`config.mk`:
```
export PLATFORM = sky130hd
export DESIGN_NAME = conv3x3_stream
export DESIGN_NICKNAME = d
export VERILOG_FILES = /design/src/rtl/conv3x3_stream.sv
export SDC_FILE = /design/constraint.sdc
export NUM_CORES = 2
export LEC_CHECK = 0
export CAP_MARGIN = 20
export CORE_MARGIN = 5
export CORE_UTILIZATION = 45
export DETAILED_ROUTE_END_ITERATION = 8
export PLACE_DENSITY = 0.63
export SLEW_MARGIN = 25
export SYNTH_ARGS = -nofsm -noshare
export SYNTH_HDL_FRONTEND = slang
export SYNTH_SLANG_ARGS = --single-unit
export TNS_END_PERCENT = 10
```
`constraint.sdc`:
```
create_clock -name clk -period 16.31 [get_ports clk]
set_input_delay 2.4465 -clock clk [delete_from_list [all_inputs] [get_ports clk]]
set_output_delay 2.4465 -clock clk [all_outputs]
set_load 0.05 [all_outputs]
```
`src/rtl/conv3x3_stream.sv`:
```
// Streaming 3x3 convolution: two line buffers, zeroed perimeter, optional clamp (CONV_SATURATE_EN).
// Result(x,y) registers one cycle after pixel y*WIDTH+x+WIDTH+1 is taken; a stalled output drops in_ready.
module conv3x3_stream #(
  parameter int WIDTH     = 200,
  parameter int HEIGHT    = 100,
  parameter int WORD_SIZE = 8,
  parameter int SHIFT     = 0
) (
  input  logic                   clk,
  input  logic                   reset,
  input  logic                   start,
  input  logic [9*WORD_SIZE-1:0] kernel,
  input  logic                   in_valid,
  output logic                   in_ready,
  input  logic [WORD_SIZE-1:0]   in_data,
  output logic                   out_valid,
  input  logic                   out_ready,
  output logic [WORD_SIZE-1:0]   out_data,
  output logic                   busy,
  output logic                   done
);
  localparam int ACC = 2*WORD_SIZE+4;
  localparam int XW  = $clog2(WIDTH);
  localparam int YW  = $clog2(HEIGHT+1);
  localparam int CW  = $clog2(WIDTH*HEIGHT+WIDTH+2);
  localparam logic [XW-1:0] XLAST     = XW'(WIDTH-1);
  localparam logic [YW-1:0] YLAST     = YW'(HEIGHT-1);
  localparam logic [CW-1:0] FILL_LAST = CW'(WIDTH);
  localparam logic [CW-1:0] PIX_LAST  = CW'(WIDTH*HEIGHT-1);
  localparam logic [CW-1:0] TOTAL     = CW'(WIDTH*HEIGHT);
  localparam logic signed [ACC-1:0] PMAX = ACC'(2**WORD_SIZE-1);

  typedef enum logic [1:0] {IDLE, FILL, RUN, FLUSH} state_t;
  state_t state, state_nxt;

  logic signed [WORD_SIZE-1:0] kr [9];
  logic [WORD_SIZE-1:0] lb1 [WIDTH];
  logic [WORD_SIZE-1:0] lb2 [WIDTH];
  logic [WORD_SIZE-1:0] col0 [3];
  logic [WORD_SIZE-1:0] col1 [3];
  logic [WORD_SIZE-1:0] col2 [3];
  logic [XW-1:0]        xc, xo;
  logic [YW-1:0]        yo;
  logic [CW-1:0]        in_cnt, out_cnt;
  logic                 step, emit, fin;
  logic [WORD_SIZE-1:0] pix_in, res;
  logic signed [ACC-1:0] acc, acc_sh;

  assign busy   = (state != IDLE);
  assign pix_in = (state == FLUSH) ? '0 : in_data;

  // step: a pixel (real, or zero while flushing) enters the window; emit: a result is loaded
  always_comb begin
    state_nxt = state;
    in_ready  = 1'b0;
    step      = 1'b0;
    emit      = 1'b0;
    fin       = 1'b0;
    case (state)
      IDLE: if (start) state_nxt = FILL;
      FILL: begin
        in_ready = 1'b1;
        step     = in_valid;
        if (in_valid && in_cnt == FILL_LAST) state_nxt = RUN;
      end
      RUN: begin
        in_ready = !out_valid || out_ready;
        step     = in_valid && in_ready;
        emit     = step;
        if (step && in_cnt == PIX_LAST) state_nxt = FLUSH;
      end
      FLUSH: begin
        if (out_cnt != TOTAL) begin
          step = !out_valid || out_ready;
          emit = step;
        end else if (out_valid && out_ready) begin
          fin       = 1'b1;
          state_nxt = IDLE;
        end
      end
      default: state_nxt = IDLE;
    endcase
  end

  // col0 is the column arriving now (x+1); col1/col2 hold columns x and x-1
  always_comb begin
    col0[0] = pix_in;
    col0[1] = lb1[xc];
    col0[2] = lb2[xc];
    acc = '0;
    for (int j = 0; j < 3; j++) begin
      acc = acc + ACC'(kr[j])   * ACC'(signed'({1'b0, col0[j]}));
      acc = acc + ACC'(kr[3+j]) * ACC'(signed'({1'b0, col1[j]}));
      acc = acc + ACC'(kr[6+j]) * ACC'(signed'({1'b0, col2[j]}));
    end
    acc_sh = acc >>> SHIFT;
`ifdef CONV_SATURATE_EN
    if (acc_sh[ACC-1])      res = '0;
    else if (acc_sh > PMAX) res = '1;
    else                    res = WORD_SIZE'(acc_sh);
`else
    res = WORD_SIZE'(acc_sh);
`endif
    // masking the perimeter also discards every window that straddles a line wrap
    if (xo == '0 || xo == XLAST || yo == '0 || yo == YLAST) res = '0;
  end

  always_ff @(posedge clk) begin
    if (step) begin
      lb1[xc] <= pix_in;
      lb2[xc] <= lb1[xc];
    end
  end

  always_ff @(posedge clk or posedge reset) begin
    if (reset) begin
      state     <= IDLE;
      out_valid <= 1'b0;
      out_data  <= '0;
      done      <= 1'b0;
      in_cnt    <= '0;
      out_cnt   <= '0;
      xc        <= '0;
      xo        <= '0;
      yo        <= '0;
      col1      <= '{default: '0};
      col2      <= '{default: '0};
      kr        <= '{default: '0};
    end else begin
      state <= state_nxt;
      done  <= fin;
      if (state == IDLE && start) begin
        for (int q = 0; q < 9; q++) kr[q] <= kernel[q*WORD_SIZE +: WORD_SIZE];
        in_cnt  <= '0;
        out_cnt <= '0;
        xc      <= '0;
        xo      <= '0;
        yo      <= '0;
      end
      if (step) begin
        in_cnt <= in_cnt + CW'(1);
        xc     <= (xc == XLAST) ? '0 : xc + XW'(1);
        col2   <= col1;
        col1   <= col0;
      end
      if (emit) begin
        out_valid <= 1'b1;
        out_data  <= res;
        out_cnt   <= out_cnt + CW'(1);
        if (xo == XLAST) begin
          xo <= '0;
          yo <= yo + YW'(1);
        end else begin
          xo <= xo + XW'(1);
        end
      end else if (out_ready) begin
        out_valid <= 1'b0;
      end
    end
  end
endmodule

```
==> results.py <==
metrics = {
    "run_status": {
        "outcome": "completed",
    },
    "floorplan": {
        "core_area_um2": 311000,
        "rows": 205,
        "die_h_um": 568,
        "die_w_um": 568,
        "dieArea_um2": 323000,
        "num_io_pins": 97,
        "initial_core_util": 0.451,
    },
    "cts": {
        "cts_made_buffers": 352,
        "holdBufCountCts": 0,
        "tritoncts": "yes",
        "clkTransAtPathRegs_ns": 0.07,
        "insertion_delay_ns": 0.95,
        "cts_setup_buffers": 0,
        "cts-root-buf": "clkbuf_16",
        "clkSinkCount": 3385,
        "cts-htree-levels": 5,
        "cts.path.max_buffers": 4,
        "cts_resized": 0,
    },
    "sta": {
        "fmax_mhz": 75.1,
        "min_period_ns": 13.32,
        "fin_skew_ns": 0.0915,
        "finalSetupTns_ns": 0,
        "worst_slew_pin_slew_ns": 1.16,
        "final_hold_viol_count": 0,
        "rsz0062_at_grt": "no",
        "slew_violations": 0,
        "setup_viol": 0,
        "slew_headroom": 0.223,
        "final.period_utilization": 0.817,
    },
    "critical_path": {
        "cp_max_fo": 69,
        "critPathMaxStageDelay_ns": 0.90,
        "crit_type": "flop to flop",
        "endpoint_kind": "flop",
        "arrival_ns": 14.15,
        "crit_required_ns": 17.14,
        "crit_top_cell": "fa_1",
        "crit_path_top_delay_cell": "dfrtp_4",
        "crit_path_start_kind": "flop",
    },
    "logic_synthesis": {
        "ys_async_sr_fraction": 0.0547,
        "syn_inst": 6995,
        "synth-seq-cells": 3385,
        "ys.warnings.count": 0,
        "ys_seq_area_frac": 0.718,
        "syn_nets": 7421,
        "ys.flop_type": "edfxtp_1",
        "yosysUniqueCellTypes": 73,
        "synth_edf_count": 3200,
        "synth.avg_cell_area_um2": 20.1,
        "synth_area_um2": 140000,
    },
    "final_layout": {
        "syn2layout_area_growth_pct": 13.6,
        "seqCellArea_um2": 101000,
        "multiInputGateArea_um2": 37400,
        "fillCellCount": 24400,
        "layout_common_cells": "edfxtp_1 (3200), mux4_2 (898), nand2_1 (397)",
        "drive_gt1_frac": 0.259,
        "final_common_cell": "edfxtp_1",
        "layout.nets": 7858,
    },
    "drt": {
        "dr.pass1.iters": 8,
        "drt-initial-drc-count": 9731,
        "via_count": 72500,
        "post_drt_via_cell_ratio": 6.11,
        "wl_per_cell_um": 33.9,
        "wl_um": 402000,
        "ant_nets": 0,
        "drc_errors": 0,
    },
    "placement": {
        "dp_hpwl_um": 247000,
        "place_congestion": 0.973,
        "port_buffers": 96,
    },
    "flow_run": {
        "maxCapViolCount": 0,
    },
    "global_routing": {
        "grt_util_all_layers": 0.247,
        "antenna_found_initial": 12,
        "grt_max_degree": 210,
        "grt_pass1_vias": 73000,
        "overflow": 0,
        "grt_pass1_wl_um": 569000,
    },
    "min_path": {
        "worstHoldPathType": "flop to flop",
    },
}
worst paths after layout:
| path | startpoint | to | slack [ns] | depth (start not counted) |
|---|---|---|---|---|
| min in group asynchronous | reset | xc[7]$_DFFE_PP0P_ | 2.03 | 2 |
| max in group asynchronous | reset | col2[21]$_DFFE_PP0P_ | 12.23 | 4 |
| max | xc[1]$_DFFE_PP0P_ | out_data[7]$_DFFE_PP0P_ | 2.99 | 36 |
| min reg2reg | col2[23]$_DFFE_PP0P_ | col2[23]$_DFFE_PP0P_ | 0.48 | 2 |
| min | col2[23]$_DFFE_PP0P_ | col2[23]$_DFFE_PP0P_ | 0.48 | 2 |
| max reg2reg | xc[1]$_DFFE_PP0P_ | out_data[7]$_DFFE_PP0P_ | 2.99 | 36 |
worst max-delay path, delay by kind of cell, from the launching register on:
kind	cells	cell delay [ns]
compound gates	4	1.32
xor+xnor	6	1.63
fa+ha+maj	11	5.25
buf+inv	9	2.21
flops	1	0.90
mux	1	0.34
simple gates	5	1.42
Yosys cell counts (97+ instances only):
| cell type | instances | share of area |
|---|---|---|
| nand2_1 | 403 | 0.011 |
| inv_1 | 255 | 0.0068 |
| edfxtp_1 | 3200 | 0.68 |
| and2_1 | 188 | 0.0084 |
| o21ai_0 | 97 | 0.0035 |
| mux2i_1 | 105 | 0.0075 |
| ha_1 | 171 | 0.015 |
| clkbuf_1 | 136 | 0.0036 |
| mux4_2 | 898 | 0.14 |
| dfrtp_1 | 185 | 0.033 |
| xnor2_1 | 113 | 0.0071 |
| nor2_1 | 258 | 0.0069 |
| fa_1 | 170 | 0.024 |
cell families after synthesis:
kind of cell | Yosys count | share of synthesized area
flip-flops | 3385 | 0.718
AND/OR/NAND/NOR | 1065 | 0.0357
buffers and inverters | 596 | 0.0201
XOR/XNOR | 153 | 0.0105
multiplexers | 1093 | 0.159
adder cells (fa/ha/maj) | 341 | 0.0395
AO/OA/AOI/OAI | 362 | 0.0172
area by class of cell:
type / count / area share
diodes: 7 / 0.000110
clock buffers: 442 / 0.0579
clock inverters: 196 / 0.0125
inverters: 256 / 0.00616
multi-input cells: 3014 / 0.235
flip-flops and latches: 3385 / 0.632
well taps: 4140 / 0.0325
repair buffers: 423 / 0.0237
stage by stage:
stage	cells	setup WS, ns	hold WS, ns	instance area (um2)	utilization
after floorplan	6995	0.357	0.437	140000	-
after global placement	11200	3.15	0.461	148000	0.475
after detailed placement	11200	3.11	0.472	148000	0.475
after CTS	11900	3.02	0.486	159000	0.512
after global routing	11900	2.42	0.504	159000	0.512
final	11900	2.99	0.480	159000	0.512
registers in the layout (all words and copies together), names as in the netlist:
| signal | flops |
|---|---|
| out_valid | 1 |
| lb1 | 1600 |
| done | 1 |
| xo | 8 |
| yo | 7 |
| kr | 72 |
| lb2 | 1600 |
| col2 | 24 |
| out_data | 8 |
| col1 | 24 |
| xc | 8 |
| in_cnt | 15 |
| state | 2 |
| out_cnt | 15 |
metal layers:
metal	share of wire	track usage
met5	0.000030	0
met4	0.051	0.104
met3	0.11	0.0627
met2	0.46	0.381
met1	0.38	0.340
Power is left out: the tool's default activity adds up to more than one toggle a clock period on the data nets, which glitch-free logic cannot reach.
